File: config.mk
export PLATFORM = sky130hd
export DESIGN_NAME = ghost_chase_ctrl
export DESIGN_NICKNAME = d
export VERILOG_FILES = /design/src/rtl/ghost_chase_ctrl.sv
export SDC_FILE = /design/constraint.sdc
export NUM_CORES = 1
export LEC_CHECK = 0
export CAP_MARGIN = 5
export CELL_PAD_IN_SITES_DETAIL_PLACEMENT = 1
export CELL_PAD_IN_SITES_GLOBAL_PLACEMENT = 1
export CORE_ASPECT_RATIO = 0.7
export CORE_MARGIN = 4
export CORE_UTILIZATION = 35
export DETAILED_ROUTE_END_ITERATION = 16
export HOLD_SLACK_MARGIN = 0.05
export PLACE_DENSITY_LB_ADDON = 0.1
export SYNTH_ARGS = -nofsm -noshare
export SYNTH_HDL_FRONTEND = slang
export SYNTH_SLANG_ARGS = --single-unit
File: constraint.sdc
create_clock -name Clk -period 14.1 [get_ports Clk]
set_input_delay 2.82 -clock Clk [delete_from_list [all_inputs] [get_ports Clk]]
set_output_delay 2.82 -clock Clk [all_outputs]
set_load 0.02 [all_outputs]
File: src/rtl/ghost_chase_ctrl.sv
// Per-ghost direction chooser: once per frame it picks the open, non-reversing move
// closest to a target that alternates scatter corner / Pac-Man on a frame-counted schedule.
module ghost_chase_ctrl #(
  parameter logic [9:0]  SCATTER_X      = 10'd380,
  parameter logic [9:0]  SCATTER_Y      = 10'd10,
  parameter logic [10:0] SCATTER_FRAMES = 11'd420,
  parameter logic [10:0] CHASE_FRAMES   = 11'd1200,
  parameter logic [2:0]  MAX_PHASES     = 3'd4,
  parameter logic [9:0]  STEP           = 10'd1
) (
  input  logic       Clk,
  input  logic       Reset,
  input  logic       frame_tick,
  input  logic       lifeDown,
  input  logic [9:0] ghostX,
  input  logic [9:0] ghostY,
  input  logic [9:0] pacX,
  input  logic [9:0] pacY,
  input  logic [4:0] mapL,
  input  logic [4:0] mapR,
  input  logic [4:0] mapB,
  input  logic [4:0] mapT,
  output logic [7:0] dir,
  output logic [1:0] mode
);

  typedef enum logic [1:0] {
    MODE_SCATTER = 2'b00,
    MODE_CHASE   = 2'b01
  } mode_e;

  localparam logic [7:0] DIR_UP    = 8'h1A;
  localparam logic [7:0] DIR_LEFT  = 8'h04;
  localparam logic [7:0] DIR_DOWN  = 8'h16;
  localparam logic [7:0] DIR_RIGHT = 8'h07;

  // Index order doubles as tie priority; the reverse of index i is i ^ 2.
  localparam logic [1:0] IDX_UP    = 2'd0;
  localparam logic [1:0] IDX_LEFT  = 2'd1;
  localparam logic [1:0] IDX_DOWN  = 2'd2;
  localparam logic [1:0] IDX_RIGHT = 2'd3;

  mode_e       r_mode;
  logic [10:0] r_frame_cnt;
  logic [2:0]  r_phase_cnt;
  logic [1:0]  r_dir_idx;
  logic [7:0]  r_dir;

  logic [10:0] w_gx, w_gy, w_tx, w_ty, w_step;
  logic [10:0] w_cand_x [4];
  logic [10:0] w_cand_y [4];
  logic [10:0] w_cost   [4];
  logic [3:0]  w_open;
  logic [1:0]  w_rev_idx;
  logic        w_found;
  logic [1:0]  w_best_idx;
  logic [10:0] w_best_cost;
  logic [1:0]  w_next_idx;
  logic        w_scatter_end;
  logic        w_chase_end;
  logic        w_mode_change;

  function automatic logic [10:0] abs_diff(input logic [10:0] a, input logic [10:0] b);
    return (a >= b) ? (a - b) : (b - a);
  endfunction

  function automatic logic [7:0] idx_to_code(input logic [1:0] idx);
    logic [7:0] code;
    case (idx)
      IDX_UP:   code = DIR_UP;
      IDX_LEFT: code = DIR_LEFT;
      IDX_DOWN: code = DIR_DOWN;
      default:  code = DIR_RIGHT;
    endcase
    return code;
  endfunction

  assign w_gx   = {1'b0, ghostX};
  assign w_gy   = {1'b0, ghostY};
  assign w_step = {1'b0, STEP};
  assign w_tx   = (r_mode == MODE_CHASE) ? {1'b0, pacX} : {1'b0, SCATTER_X};
  assign w_ty   = (r_mode == MODE_CHASE) ? {1'b0, pacY} : {1'b0, SCATTER_Y};

  // 11-bit arithmetic keeps gX+STEP at the right screen edge from wrapping.
  always_comb begin
    w_cand_x[IDX_UP]    = w_gx;
    w_cand_y[IDX_UP]    = w_gy - w_step;
    w_cand_x[IDX_LEFT]  = w_gx - w_step;
    w_cand_y[IDX_LEFT]  = w_gy;
    w_cand_x[IDX_DOWN]  = w_gx;
    w_cand_y[IDX_DOWN]  = w_gy + w_step;
    w_cand_x[IDX_RIGHT] = w_gx + w_step;
    w_cand_y[IDX_RIGHT] = w_gy;
    for (int i = 0; i < 4; i++) begin
      w_cost[i] = abs_diff(w_cand_x[i], w_tx) + abs_diff(w_cand_y[i], w_ty);
    end
  end

  assign w_open[IDX_UP]    = (mapT == 5'd0);
  assign w_open[IDX_LEFT]  = (mapL == 5'd0);
  assign w_open[IDX_DOWN]  = (mapB == 5'd0);
  assign w_open[IDX_RIGHT] = (mapR == 5'd0);
  assign w_rev_idx         = r_dir_idx ^ 2'd2;

  // Strict less-than in priority order lets the earlier candidate win ties.
  always_comb begin
    w_found     = 1'b0;
    w_best_idx  = r_dir_idx;
    w_best_cost = '1;
    for (int i = 0; i < 4; i++) begin
      if (w_open[i] && (2'(i) != w_rev_idx) && (!w_found || (w_cost[i] < w_best_cost))) begin
        w_found     = 1'b1;
        w_best_idx  = 2'(i);
        w_best_cost = w_cost[i];
      end
    end
  end

  always_comb begin
    w_next_idx = r_dir_idx;
    if (w_found) begin
      w_next_idx = w_best_idx;
    end else if (w_open[w_rev_idx]) begin
      w_next_idx = w_rev_idx;
    end
  end

  assign w_scatter_end = (r_mode == MODE_SCATTER) && (r_frame_cnt == SCATTER_FRAMES - 11'd1);
  assign w_chase_end   = (r_mode == MODE_CHASE) && (r_phase_cnt < MAX_PHASES) &&
                         (r_frame_cnt == CHASE_FRAMES - 11'd1);
  assign w_mode_change = w_scatter_end || w_chase_end;

  always_ff @(posedge Clk) begin
    if (Reset || lifeDown) begin
      r_mode      <= MODE_SCATTER;
      r_frame_cnt <= 11'd0;
      r_phase_cnt <= 3'd0;
      r_dir_idx   <= IDX_LEFT;
      r_dir       <= DIR_LEFT;
    end else if (frame_tick) begin
      case (r_mode)
        MODE_SCATTER: begin
          if (w_scatter_end) begin
            r_mode      <= MODE_CHASE;
            r_frame_cnt <= 11'd0;
            r_phase_cnt <= r_phase_cnt + 3'd1;
          end else begin
            r_frame_cnt <= r_frame_cnt + 11'd1;
          end
        end
        MODE_CHASE: begin
          if (w_chase_end) begin
            r_mode      <= MODE_SCATTER;
            r_frame_cnt <= 11'd0;
          end else if (r_frame_cnt != 11'h7FF) begin
            r_frame_cnt <= r_frame_cnt + 11'd1;
          end
        end
        default: begin
          r_mode      <= MODE_SCATTER;
          r_frame_cnt <= 11'd0;
        end
      endcase
      // A mode flip forces a U-turn regardless of walls; the mover enforces them.
      if (w_mode_change) begin
        r_dir_idx <= w_rev_idx;
        r_dir     <= idx_to_code(w_rev_idx);
      end else begin
        r_dir_idx <= w_next_idx;
        r_dir     <= idx_to_code(w_next_idx);
      end
    end
  end

  assign dir  = r_dir;
  assign mode = r_mode;

endmodule

Yosys cells after proc, flatten, opt, wreduce, memory -nomap -nowiden
Index checks and enable logic that the tools add are counted.
Widths: inputs -> output; s select.
- register bits: 26
- logic and storage cells: 119
- output and inout port bits: 10
- bitwise logic cells: 2
- reduce and logical (&&, ||, !) cells: 30
- $lt $le $gt $ge: 11
- multiplexer cells: 34
- eq/ne operators: 14
- add/subtract/negate cells: 22
- operators by type and width (kind ; count):
    $mux 11 ; 12
    $add 11x11->11 ; 4
    $ge 11x10->1 ; 4
    $sub 10x10->11 ; 4
    $sub 10x11->11 ; 4
    $sub 11x10->11 ; 4
    $lt 11x11->1 ; 3
    $pmux 5 s3 ; 2
    $add 10x1->11 const B ; 2
    $pmux 11 s2 ; 1
    $sub 10x1->11 const B ; 2
    $ge 10x10->1 ; 2
    $logic_not 5->1 ; 4
    $mux 10 ; 2
    $mux 2 ; 9
    $add 11x1->11 const B ; 1
    $eq 11x11->1 const B ; 1
    $eq 11x9->1 const B ; 1
    $ne 11x11->1 const B ; 1
    $logic_and 1x1->1 ; 10
    $mux 8 ; 1
    $eq 2x1->1 const B ; 3
    $logic_not 2->1 ; 3
    $reduce_and 3->1 ; 2
    16 further kinds ; 31

Logic depth before layout (Yosys ltp)
- word-level depth: 22
- gate-level depth with buffers: 61
- mapped depth without buffers: 57

Worst setup path before layout
Ideal clock, no wire load.
- path kind: input-to-reg
- start: input ghostX[2]
- end: register r_dir[4], in the netlist dir[4]
- cell stages on the path: 58
- setup time: 0.119 ns
- setup slack: 1.604 ns
- arrival: 12.377 ns
- path through: buf_2 -> nor3_2 -> nand3_1 -> or3_1 -> xnor2_1 -> inv_1 -> ha_1 -> o21ai_0 -> nor2_1 -> o32ai_1 -> and3_1 -> buf_4 -> clkbuf_1 -> mux2i_1 -> fa_1 -> a21o_1 -> a21oi_1 -> o21bai_1 -> [22 not listed] -> and2_4 -> or2_1 -> buf_2 -> buf_6 -> nand2_1 -> o21ai_2 -> ha_1 -> a21oi_1 -> nor2b_1 -> o21ai_0 -> nand2b_1 -> a21oi_1 -> o221ai_1 -> a21oi_1 -> nand3_1 -> o21ai_2 -> nor2_4 -> o221a_1
- longest elaborated chain between the ends: 20
- elaborated cells between the ends (all ways): 44
- RTL lines (element ; RTL line ; source):
    from (decl) ; 15 ; input logic [9:0] ghostX,
    $sub 10x1->11, or another cell as far along ; 88 ; w_cand_x[IDX_LEFT] = w_gx - w_step;
    $sub 10x11->11, or another cell as far along ; 64 ; return (a >= b) ? (a - b) : (b - a);
    $mux 11 or $add 11x11->11 (tied branches) ; 64, 95 ;
    $add 11x11->11 or $mux 11 (tied branches) ; 95, 111 ;
    $lt 11x11->1 ; 111 ; if (w_open[i] && (2'(i) != w_rev_idx) && (!w_found || (w_cost[i] < w_best_cost))) begin
    $logic_or 1x1->1 ; 111 ;
    $logic_and 1x1->1 ; 111 ;
    $mux 11 or $mux 1 (tied branches) ; 111 ;
    [4 not listed] ; n/a ;
    $lt 11x11->1 or $logic_not 1->1 (tied branches) ; 111 ;
    $logic_or 1x1->1 ; 111 ;
    $logic_and 1x1->1 ; 111 ;
    $mux 2 or $mux 1 (tied branches) ; 111 ;
    $mux 2 (*) ; 121 ; if (w_found) begin
    $eq 2x2->1, or another cell as far along ; 69 ; case (idx)
    $pmux 5 s3 (*) ; 69 ;
    $mux 8 (*) ; 165 ; if (w_mode_change) begin
    to (signal assigned) ; 167 ; r_dir <= idx_to_code(w_rev_idx);
    to (signal assigned) ; 170 ; r_dir <= idx_to_code(w_next_idx);
    to (decl) ; 47 ; logic [7:0] r_dir;
Mark *: on every way between the ends. The rest lies on a longest branch, timed or not.
A chain may end at the register's enable or synchronous reset.

Worst setup path in the final report
Ends and elaborated chain as after synthesis.

==> metrics.yaml <==
floorplan:
  core_area_mm2: 0.0269
  fp.dieW_um: 206
  dieArea_mm2: 0.0303
  start_util_pct: 35.8
  die-height_um: 147
  placement_rows: 50
  num_io_pins: 74
yosys:
  synth-seq-cells: 22
  ys_seq_area_share_pct: 4.57
  ys_types: 83
  synth_top_area_cell: "ha_1"
  syn_area_mm2: 0.00963
  yosysWarnings: 0
  synthArstFlopShare_pct: 0
  netlist_instances: 1303
  synth_edf_count: 0
  synth.avg_cell_area_um2: 7.39
  synth_top_area_share_pct: 24.7
  ys_top_cells_by_area: "ha_1, xnor2_1, a21oi_1"
  synthFlopType: "dfxtp_1"
worst_setup_path:
  required_ns: 14.25
  end_kind: "register"
  crit_buf_inv: 8
  r2r_start: "mode[0]$_SDFFE_PP0P_"
  r2r_end: "dir[4]$_SDFFE_PP0P_"
  path_max_fanout: 20
  rrSetupSlack_ns: 3.02
  crit_type: "in -> reg"
  critical-path-max-stage-delay_ns: 0.61
  cpMaxStageDelayCell: "clkdlybuf4s50_1"
  critPathArrivalTime_ns: 13.58
  worstRegToRegCells: 55
  crit_top_cell: "a21oi_1"
  cp-start-kind: "input pin"
  critPathTopFamily: "compound AO/OA/AOI/OAI gates"
sta:
  setup_viol: 0
  period_needed_ns: 13.43
  hold_violations: 0
  timing.slew.headroom_pct: 45.4
  worst_slack_ns: 0.671
  max_freq_ghz: 0.0745
  slew_violations: 0
  finalSetupTns_ns: 0
  fin_crit_sh_pct: 95.2
  fin_skew_ns: 0.00371
  holdWs_ns: 0.506
  tightest_slew_ns: 0.812
hold_path:
  hold_path_startpoint: "dir[2]$_SDFFE_PP1P_"
  hold_depth: 2
  min_path_type: "reg -> reg"
  holdPathEnd: "dir[2]$_SDFFE_PP1P_"
power:
  seqPwrFrac_pct: 8.3
  switching_share_pct: 51.6
  power_density_mw_per_mm2: 69.5
  switchingPower_mw: 0.397
  power_mw: 0.769
  combinationalPowerShare_pct: 81.4
  leakage_nw: 5.32
  p_clk_share_pct: 10.3
  p_int_mw: 0.372
  ir_worst_vdd_mv: 0.0399
clock_tree:
  clk_latency_ns: 0.26
  clk_pin_slew_ns: 0.06
  cts_tree: "built"
  cts_root_buffer: "clkbuf_16"
  clkSinkCount: 22
  clk_path_buf_depth: 2
  h-tree-depth: 1
  cts_hold_buf: 0
  cts_inserted_buffers: 3
placement:
  dp_slack_ns: -0.0354
  hpwl_um: 30200
  gp_congestion: 0.898
  io_buffer_count: 69
  place_area_mm2: 0.0108
  dp.cells: 1731
layout:
  layout_common_cells: "ha_1, inv_1, a21oi_1"
  area_delta_synth_final_pct: 15.0
  drive_gt1_share_pct: 7.29
  fin_area_mm2: 0.0111
  layout.nets: 1643
  final_core_utilization_pct: 41.2
  diodes: 0
  final_cells: 1736
  final_common_cell: "ha_1"
job:
  maxCapViolations: 0
routing:
  avgRoutedWirePerCell_um: 19.9
  avgViaCountPerCell: 5.41
  drt_iter0_markers: 558
  final_antenna_net_count: 0
  route.detailed.drc: 0
  firstDrtPassIters: 5
  wl_um: 34500
  vias: 9394
grt:
  antenna_found_initial: 0
  grt.overflow.total: 0
  track_usage_pct: 21.9
  grt_max_degree: 25
  grt_pass1_wl_um: 53600
  grt_pass1_vias: 9307
run_status:
  status: "finished clean"
## metal layers
layer | wire length (um) | GRT usage (%)
met3 | 1510 | 1.63
met1 | 19700 | 37.6
met4 | 52 | 0.665
met2 | 13200 | 30.5
met5 | 0 | 0
## worst register-to-register path: cells and delay by family, from the launching register on
kind	cells	cell delay (ns)
buffers and inverters	6	1.27
AO/OA/AOI/OAI	25	4.92
XOR/XNOR	2	0.36
flip-flops	1	0.31
adder cells (fa/ha/maj)	5	1.50
multiplexers	1	0.27
AND/OR/NAND/NOR	16	2.36
## layout make-up
class,count,area [um2]
clock buffers,3,75.1
clock inverters,1,30.0
fillers,3388,15800
inverters,137,514
multi-input cells,1110,8640
flip-flops and latches,22,440
well taps,364,455
repair buffers,99,921
## sequential cells by signal (all words and copies together), names as in the netlist
register	cells
r_dir_idx	2
mode	1
r_frame_cnt	11
dir	5
r_phase_cnt	3
## cell usage after synthesis, types with 9 or more instances
cell,instances
dfxtp_1,22
inv_1,136
nand2_1,90
a31oi_1,11
o21ai_1,13
o21a_1,9
nand4_1,15
nand2b_1,25
a21o_1,51
nor2_1,88
a21oi_1,121
o21ai_0,63
fa_1,16
clkbuf_1,20
a211oi_1,10
mux2i_1,34
ha_1,190
mux2_2,15
nor2b_1,24
xor2_1,34
nand3_1,32
o21bai_1,21
and3_1,11
xnor2_1,92
nor3_1,25
buf_2,9
## power groups by stage
stage / Sequential (mW) / Clock, mW / Combinational [mW]
6_report: 0.0638 / 0.0793 / 0.626
5_1_grt: 0.0639 / 0.0834 / 0.684
4_1_cts: 0.0638 / 0.0806 / 0.607
3_5_place_dp: 0.0652 / 0 / 0.601
3_3_place_gp: 0.0652 / 0 / 0.593
2_1_floorplan: 0.0655 / 0 / 0.421
## how the worst max path moves through the flow
stage                         start             endpoint  slack [ns]  cells after the start
final                     ghostX[2]  dir[4]$_SDFFE_PP0P_        0.67                     57
after global routing      ghostX[0]  dir[4]$_SDFFE_PP0P_       -0.01                     58
after CTS                 ghostY[3]  dir[4]$_SDFFE_PP0P_        0.20                     54
after detailed placement  ghostY[3]  dir[4]$_SDFFE_PP0P_       -0.04                     54
after global placement    ghostY[3]  dir[4]$_SDFFE_PP0P_        0.19                     54
after floorplan           ghostX[2]  dir[4]$_SDFFE_PP0P_        1.60                     58
## kinds of logic (layout without fill, tap and decap cells)
family / Yosys count / in the layout / share of synthesized area, %
compound gates: 368 / 368 / 24.9
simple gates: 355 / 355 / 18.2
mux: 50 / 50 / 5.41
other cells: 1 / 4 / 0.0389
fa+ha+maj: 206 / 206 / 28.0
flops: 22 / 22 / 4.57
buf+inv: 174 / 240 / 7.21
xor+xnor: 127 / 127 / 11.7
## timing repair
item                                    4_1_cts  5_1_grt
resized for setup                             0       33
buffers inserted                              0        1
endpoints found under the setup margin        0        7
No activity file was read; power rests on OpenSTA's default activity.
